**config.mk**
```make
export PLATFORM = sky130hd
export DESIGN_NAME = pc_trace_sampler
export DESIGN_NICKNAME = d
export VERILOG_FILES = /design/src/rtl/pc_trace_sampler.sv
export SDC_FILE = /design/constraint.sdc
export NUM_CORES = 1
export LEC_CHECK = 0
export BUFFER_PORTS_ARGS = -buffer_cell sky130_fd_sc_hd__buf_2
export CAP_MARGIN = 20
export CORE_MARGIN = 5
export CORE_UTILIZATION = 30
export DETAILED_ROUTE_END_ITERATION = 12
export SYNTH_ARGS = -nofsm -noshare
export SYNTH_HDL_FRONTEND = slang
export SYNTH_SLANG_ARGS = --single-unit
```
**constraint.sdc**
```tcl
create_clock -name clk -period 8.3 [get_ports clk]
set_input_delay 0.83 -clock clk [delete_from_list [all_inputs] [get_ports clk]]
set_output_delay 0.83 -clock clk [all_outputs]
set_load 0.05 [all_outputs]
```
**src/rtl/pc_trace_sampler.sv**
```systemverilog
// Periodic {cycle, pc} sampler with a first-word-fall-through FIFO drain port,
// a saturating drop counter and a stalled-core flag.
module pc_trace_sampler #(
  parameter int unsigned PERIOD      = 100000,
  parameter int unsigned CNT_WIDTH   = 32,
  parameter int unsigned PC_WIDTH    = 32,
  parameter int unsigned DEPTH       = 8,
  parameter int unsigned STALL_LIMIT = 1024
) (
  input  logic                 clk,
  input  logic                 rst,
  input  logic                 en,
  input  logic [PC_WIDTH-1:0]  pc,
  output logic [CNT_WIDTH-1:0] cycle,
  output logic                 out_valid,
  input  logic                 out_ready,
  output logic [CNT_WIDTH-1:0] out_cycle,
  output logic [PC_WIDTH-1:0]  out_pc,
  output logic [15:0]          dropped,
  output logic                 stalled
);

  localparam int unsigned PHW = (PERIOD > 1) ? $clog2(PERIOD) : 1;
  localparam int unsigned AW  = $clog2(DEPTH);
  localparam int unsigned SW  = $clog2(STALL_LIMIT + 1);
  localparam int unsigned EW  = CNT_WIDTH + PC_WIDTH;

  localparam logic [PHW-1:0] PH_LAST  = PHW'(PERIOD - 1);
  localparam logic [SW-1:0]  ST_MAX   = SW'(STALL_LIMIT);
  localparam logic [AW:0]    FULL_CNT = (AW + 1)'(DEPTH);
  localparam logic [AW:0]    ONE_CNT  = (AW + 1)'(1);

  logic [CNT_WIDTH-1:0] cycle_q, cycle_d;
  logic [PHW-1:0]       phase_q, phase_d;
  logic [EW-1:0]        mem_q [DEPTH];
  logic [AW-1:0]        wr_ptr_q, wr_ptr_d;
  logic [AW-1:0]        rd_ptr_q, rd_ptr_d;
  logic [AW-1:0]        rd_next;
  logic [AW:0]          count_q, count_d;
  logic [EW-1:0]        head_q, head_d;
  logic [15:0]          dropped_q, dropped_d;
  logic [PC_WIDTH-1:0]  last_pc_q, last_pc_d;
  logic [SW-1:0]        stall_q, stall_d;
  logic                 stalled_q, stalled_d;

  logic          sample;
  logic          pop;
  logic          full;
  logic          do_push;
  logic          drop;
  logic [EW-1:0] sample_w;

  always_comb begin
    sample    = en && (phase_q == '0);
    pop       = (count_q != '0) && out_ready;
    full      = (count_q == FULL_CNT);
    do_push   = sample && (!full || pop);
    drop      = sample && full && !pop;
    sample_w  = {cycle_q, pc};
    rd_next   = rd_ptr_q + 1'b1;

    cycle_d   = cycle_q;
    phase_d   = phase_q;
    last_pc_d = last_pc_q;
    stall_d   = stall_q;
    wr_ptr_d  = wr_ptr_q;
    rd_ptr_d  = rd_ptr_q;
    count_d   = count_q;
    head_d    = head_q;
    dropped_d = dropped_q;

    if (en) begin
      cycle_d   = cycle_q + 1'b1;
      phase_d   = (phase_q == PH_LAST) ? '0 : phase_q + 1'b1;
      last_pc_d = pc;
      if (pc == last_pc_q) begin
        stall_d = (stall_q == ST_MAX) ? stall_q : stall_q + 1'b1;
      end else begin
        stall_d = '0;
      end
    end

    if (do_push) wr_ptr_d = wr_ptr_q + 1'b1;
    if (pop)     rd_ptr_d = rd_next;

    case ({do_push, pop})
      2'b10:   count_d = count_q + 1'b1;
      2'b01:   count_d = count_q - 1'b1;
      default: count_d = count_q;
    endcase

    // Head is a separate register so it can hold its last value once the FIFO empties.
    if (pop) begin
      if (count_q > ONE_CNT) begin
        head_d = mem_q[rd_next];
      end else if (do_push) begin
        head_d = sample_w;
      end
    end else if ((count_q == '0) && do_push) begin
      head_d = sample_w;
    end

    if (drop && (dropped_q != '1)) dropped_d = dropped_q + 1'b1;

    stalled_d = (stall_d == ST_MAX);
  end

  always_ff @(posedge clk) begin
    if (rst) begin
      cycle_q   <= '0;
      phase_q   <= '0;
      wr_ptr_q  <= '0;
      rd_ptr_q  <= '0;
      count_q   <= '0;
      head_q    <= '0;
      dropped_q <= '0;
      last_pc_q <= '0;
      stall_q   <= '0;
      stalled_q <= 1'b0;
    end else begin
      cycle_q   <= cycle_d;
      phase_q   <= phase_d;
      wr_ptr_q  <= wr_ptr_d;
      rd_ptr_q  <= rd_ptr_d;
      count_q   <= count_d;
      head_q    <= head_d;
      dropped_q <= dropped_d;
      last_pc_q <= last_pc_d;
      stall_q   <= stall_d;
      stalled_q <= stalled_d;
    end
  end

  always_ff @(posedge clk) begin
    if (do_push) mem_q[wr_ptr_q] <= sample_w;
  end

  assign cycle     = cycle_q;
  assign out_valid = (count_q != '0);
  assign out_cycle = head_q[EW-1 -: CNT_WIDTH];
  assign out_pc    = head_q[PC_WIDTH-1:0];
  assign dropped   = dropped_q;
  assign stalled   = stalled_q;

endmodule

```
==> results_dict.tcl <==
set metrics [dict create \
    min_path_type "flip-flop to flip-flop" \
    synthDistinctLibCells 55 \
    cts.clk_slew.worst_paths_ns 0.06 \
    placed_area_mm2 0.0302 \
    fp.dieW_um 316 \
    tritoncts_num_sinks 695 \
    core_region_area_mm2 0.0932 \
    slew_headroom_pct 24.8 \
    synth-async-reset-ratio_pct 0 \
    netlist.area_leader.share_pct 54.7 \
    max_stage_delay_ns 0.88 \
    timing.final.ws_setup_ns 4.67 \
    gr-total-overflow 0 \
    top_level_ports 150 \
    post_cts_hold_buffer_count 0 \
    die_area_mm2 0.0999 \
    fin_hold_ws_ns 0.498 \
    yosys_register_bits 695 \
    worstPathArrival_ns 3.85 \
    std_cell_rows 112 \
    cts_buffer_depth 3 \
    cts-buffers-inserted 73 \
    min_period_ns 3.63 \
    worst_ep_required_time_ns 8.52 \
    layout.cells.most_common_list "512 x edfxtp_1, 252 x mux2_2, 183 x dfxtp_1" \
    drcViolationCount 0 \
    synthesis.instances 1961 \
    setup_fix_buffers_added_after_clock_tree_synthesis 0 \
    synth_edf_count 512 \
    post_cts.resized_instances 0 \
    final_net_count 2141 \
    drt_pass1_iterations 4 \
    ys_dominant_reg_cell "edfxtp_1" \
    synth.yosys.seq_area_share_pct 67.7 \
    routed_via_count 16300 \
    critical_path.top_delay_family "simple AND/OR/NAND/NOR gates" \
    worst_setup_timing_slack_at_the_placement_stage_ns 4.31 \
    power.total_w 0.0102 \
    startpoint_type "flip-flop" \
    power_density_mw_per_mm2 312 \
    tritoncts_clock_tree "yes" \
    synth.area.top_cells "edfxtp_1 55%, dfxtp_1 13%, mux2_2 10%" \
    global_route_wire_length_before_repair_mm 99.8 \
    clk_root_buffer_cell "clkbuf_16" \
    p_leak_nw 10.5 \
    remaining_number_of_nets_flagged_by_the_antenna_check_after_routing 0 \
    run_status "finished, final reports clean" \
    grt_pass1_vias 17000 \
    final_common_cell "edfxtp_1" \
    wire_per_inst_um 19.0 \
    worst_ir_drop_vdd_uv 251 \
    timing.critical_path.to_type "flip-flop" \
    worstSkewPairLatency_ns 0.62 \
    synth-warning-count 0 \
    grt_max_degree 103 \
    grt_setup_unrepaired "false" \
    synthToLayoutAreaGrowth_pct 16.4 \
    die-height_um 316 \
    timing.final.hold_violations 0 \
    worst-setup-path-type "flip-flop to flip-flop" \
    fin_area_mm2 0.0327 \
    drv.max_cap_violation_count 0 \
    detail_route.iter0.violations 962 \
    track_usage_pct 12.8 \
    worstMarginPinSlew_ns 1.13 \
    dp_hpwl_mm 37.3 \
    layout_worst_path_cycle_share_pct 43.7 \
    cts_max_level 3 \
    synthesis.nets 2008 \
    slew_viol_final 0 \
    antenna_found_initial 7 \
    netlist.top_cell.by_area "edfxtp_1" \
    setup-tns-final_ns 0 \
    place.gp.congestion 0.775 \
    setup_viol 0 \
    timing.critical_path.cells "nor4_2, nand4_2, nor3_1, nand2_1, nor3b_2, buf_4" \
    max_clock_freq_mhz 276 \
    viasPerCell 4.78 \
    layout_cell_share_with_drive_strength_beyond_1_pct 28.4 \
    port_buffers 149 \
    fill_cells 8849 \
    routed_wl_mm 65.0 \
    timing.critical_path.buf_inv 1 \
    floorplan.initialDensity_pct 30.2 \
    finClkSkew_ns 0.0226 \
    crit_fanout 56 \
    post_synthesis_mean_instance_area_um2 14.3 \
    crit_path_top_delay_cell "buf_4" \
    synth.cell_area_mm2 0.0281 \
]
==> state kept, by name, indices dropped and copies added, names as in the netlist <==
name and cells:
stalled 1, rd_ptr_q 3, head_q 64, stall_q 11, mem_q 512, last_pc_q 32
dropped 16, cycle 32, count_q 4, wr_ptr_q 3, phase_q 17
==> through the flow <==
| stage | std cells | util, % |
|---|---|---|
| floorplan | 1961 | - |
| global placement | 3270 | 32.4 |
| detailed placement | 3270 | 32.4 |
| CTS | 3405 | 35.0 |
| global route | 3408 | 35.1 |
| finish | 3410 | 35.1 |
==> cell usage after synthesis, drive strengths merged (6+ instances only) <==
master    n
a211oi   63
a21oi    81
and3      7
and4      6
buf      38
clkbuf   78
dfxtp   183
edfxtp  512
ha       11
inv      19
mux2    252
mux2i    36
nand2    49
nand3    22
nand4    36
nor2    180
nor3     83
nor3b     9
nor4      9
o21ai    12
o22ai   127
or3      10
xnor2    62
xor2     42
==> routing by layer <==
layer  track usage [%]  wire length, um  vias to the layer above
li1                  -                -                     7707
met1              15.9            27500                     8192
met2              22.1            32100                      306
met3              2.74             3560                      103
met4              4.78             1790                        4
met5                 0               27                        -
==> worst paths after layout <==
check | from | end | slack (ns) | cells after the start
worst max register to register | phase_q[9]$_SDFFE_PP0P_ | mem_q[3][21]$_DFFE_PP_ | 4.67 | 6
worst min register to register | rd_ptr_q[1]$_SDFFE_PP0N_ | rd_ptr_q[1]$_SDFFE_PP0N_ | 0.50 | 2
worst min-delay path | rd_ptr_q[1]$_SDFFE_PP0N_ | rd_ptr_q[1]$_SDFFE_PP0N_ | 0.50 | 2
worst max-delay path | phase_q[9]$_SDFFE_PP0P_ | mem_q[3][21]$_DFFE_PP_ | 4.67 | 6
==> kinds of logic after synthesis <==
group           after synthesis  share of synthesized area [%]
compound gates              298                           7.60
mux                         289                           11.5
buf+inv                     135                           2.07
xor+xnor                    104                           3.24
simple gates                429                           7.39
fa+ha+maj                    11                          0.490
flops                       695                           67.7
==> cell type report <==
type                    count  area (um^2)  share of cell area (%)
flip-flops and latches    695        19000                    58.2
well taps                1254         1570                    4.80
multi-input cells        1131         8580                    26.2
clock buffers             106         2130                    6.51
repair buffers            174         1000                    3.06
diodes                      2         5.00                  0.0153
clock inverters            29          317                   0.968
inverters                  19         71.3                   0.218
==> worst min-delay path, stage by stage (launching register included) <==
cell     delay [ns]
dfxtp_1        0.34
nand2_1        0.06
a21oi_1        0.05
==> where the power goes <==
| part | internal, W | switching, W | total, W |
|---|---|---|---|
| clock | 0.00198 | 0.00131 | 0.00328 |
| sequential | 0.00393 | 0.000121 | 0.00405 |
| combinational | 0.00107 | 0.00181 | 0.00288 |
| total | 0.00698 | 0.00323 | 0.0102 |
Power figures use the tool's default switching activity.
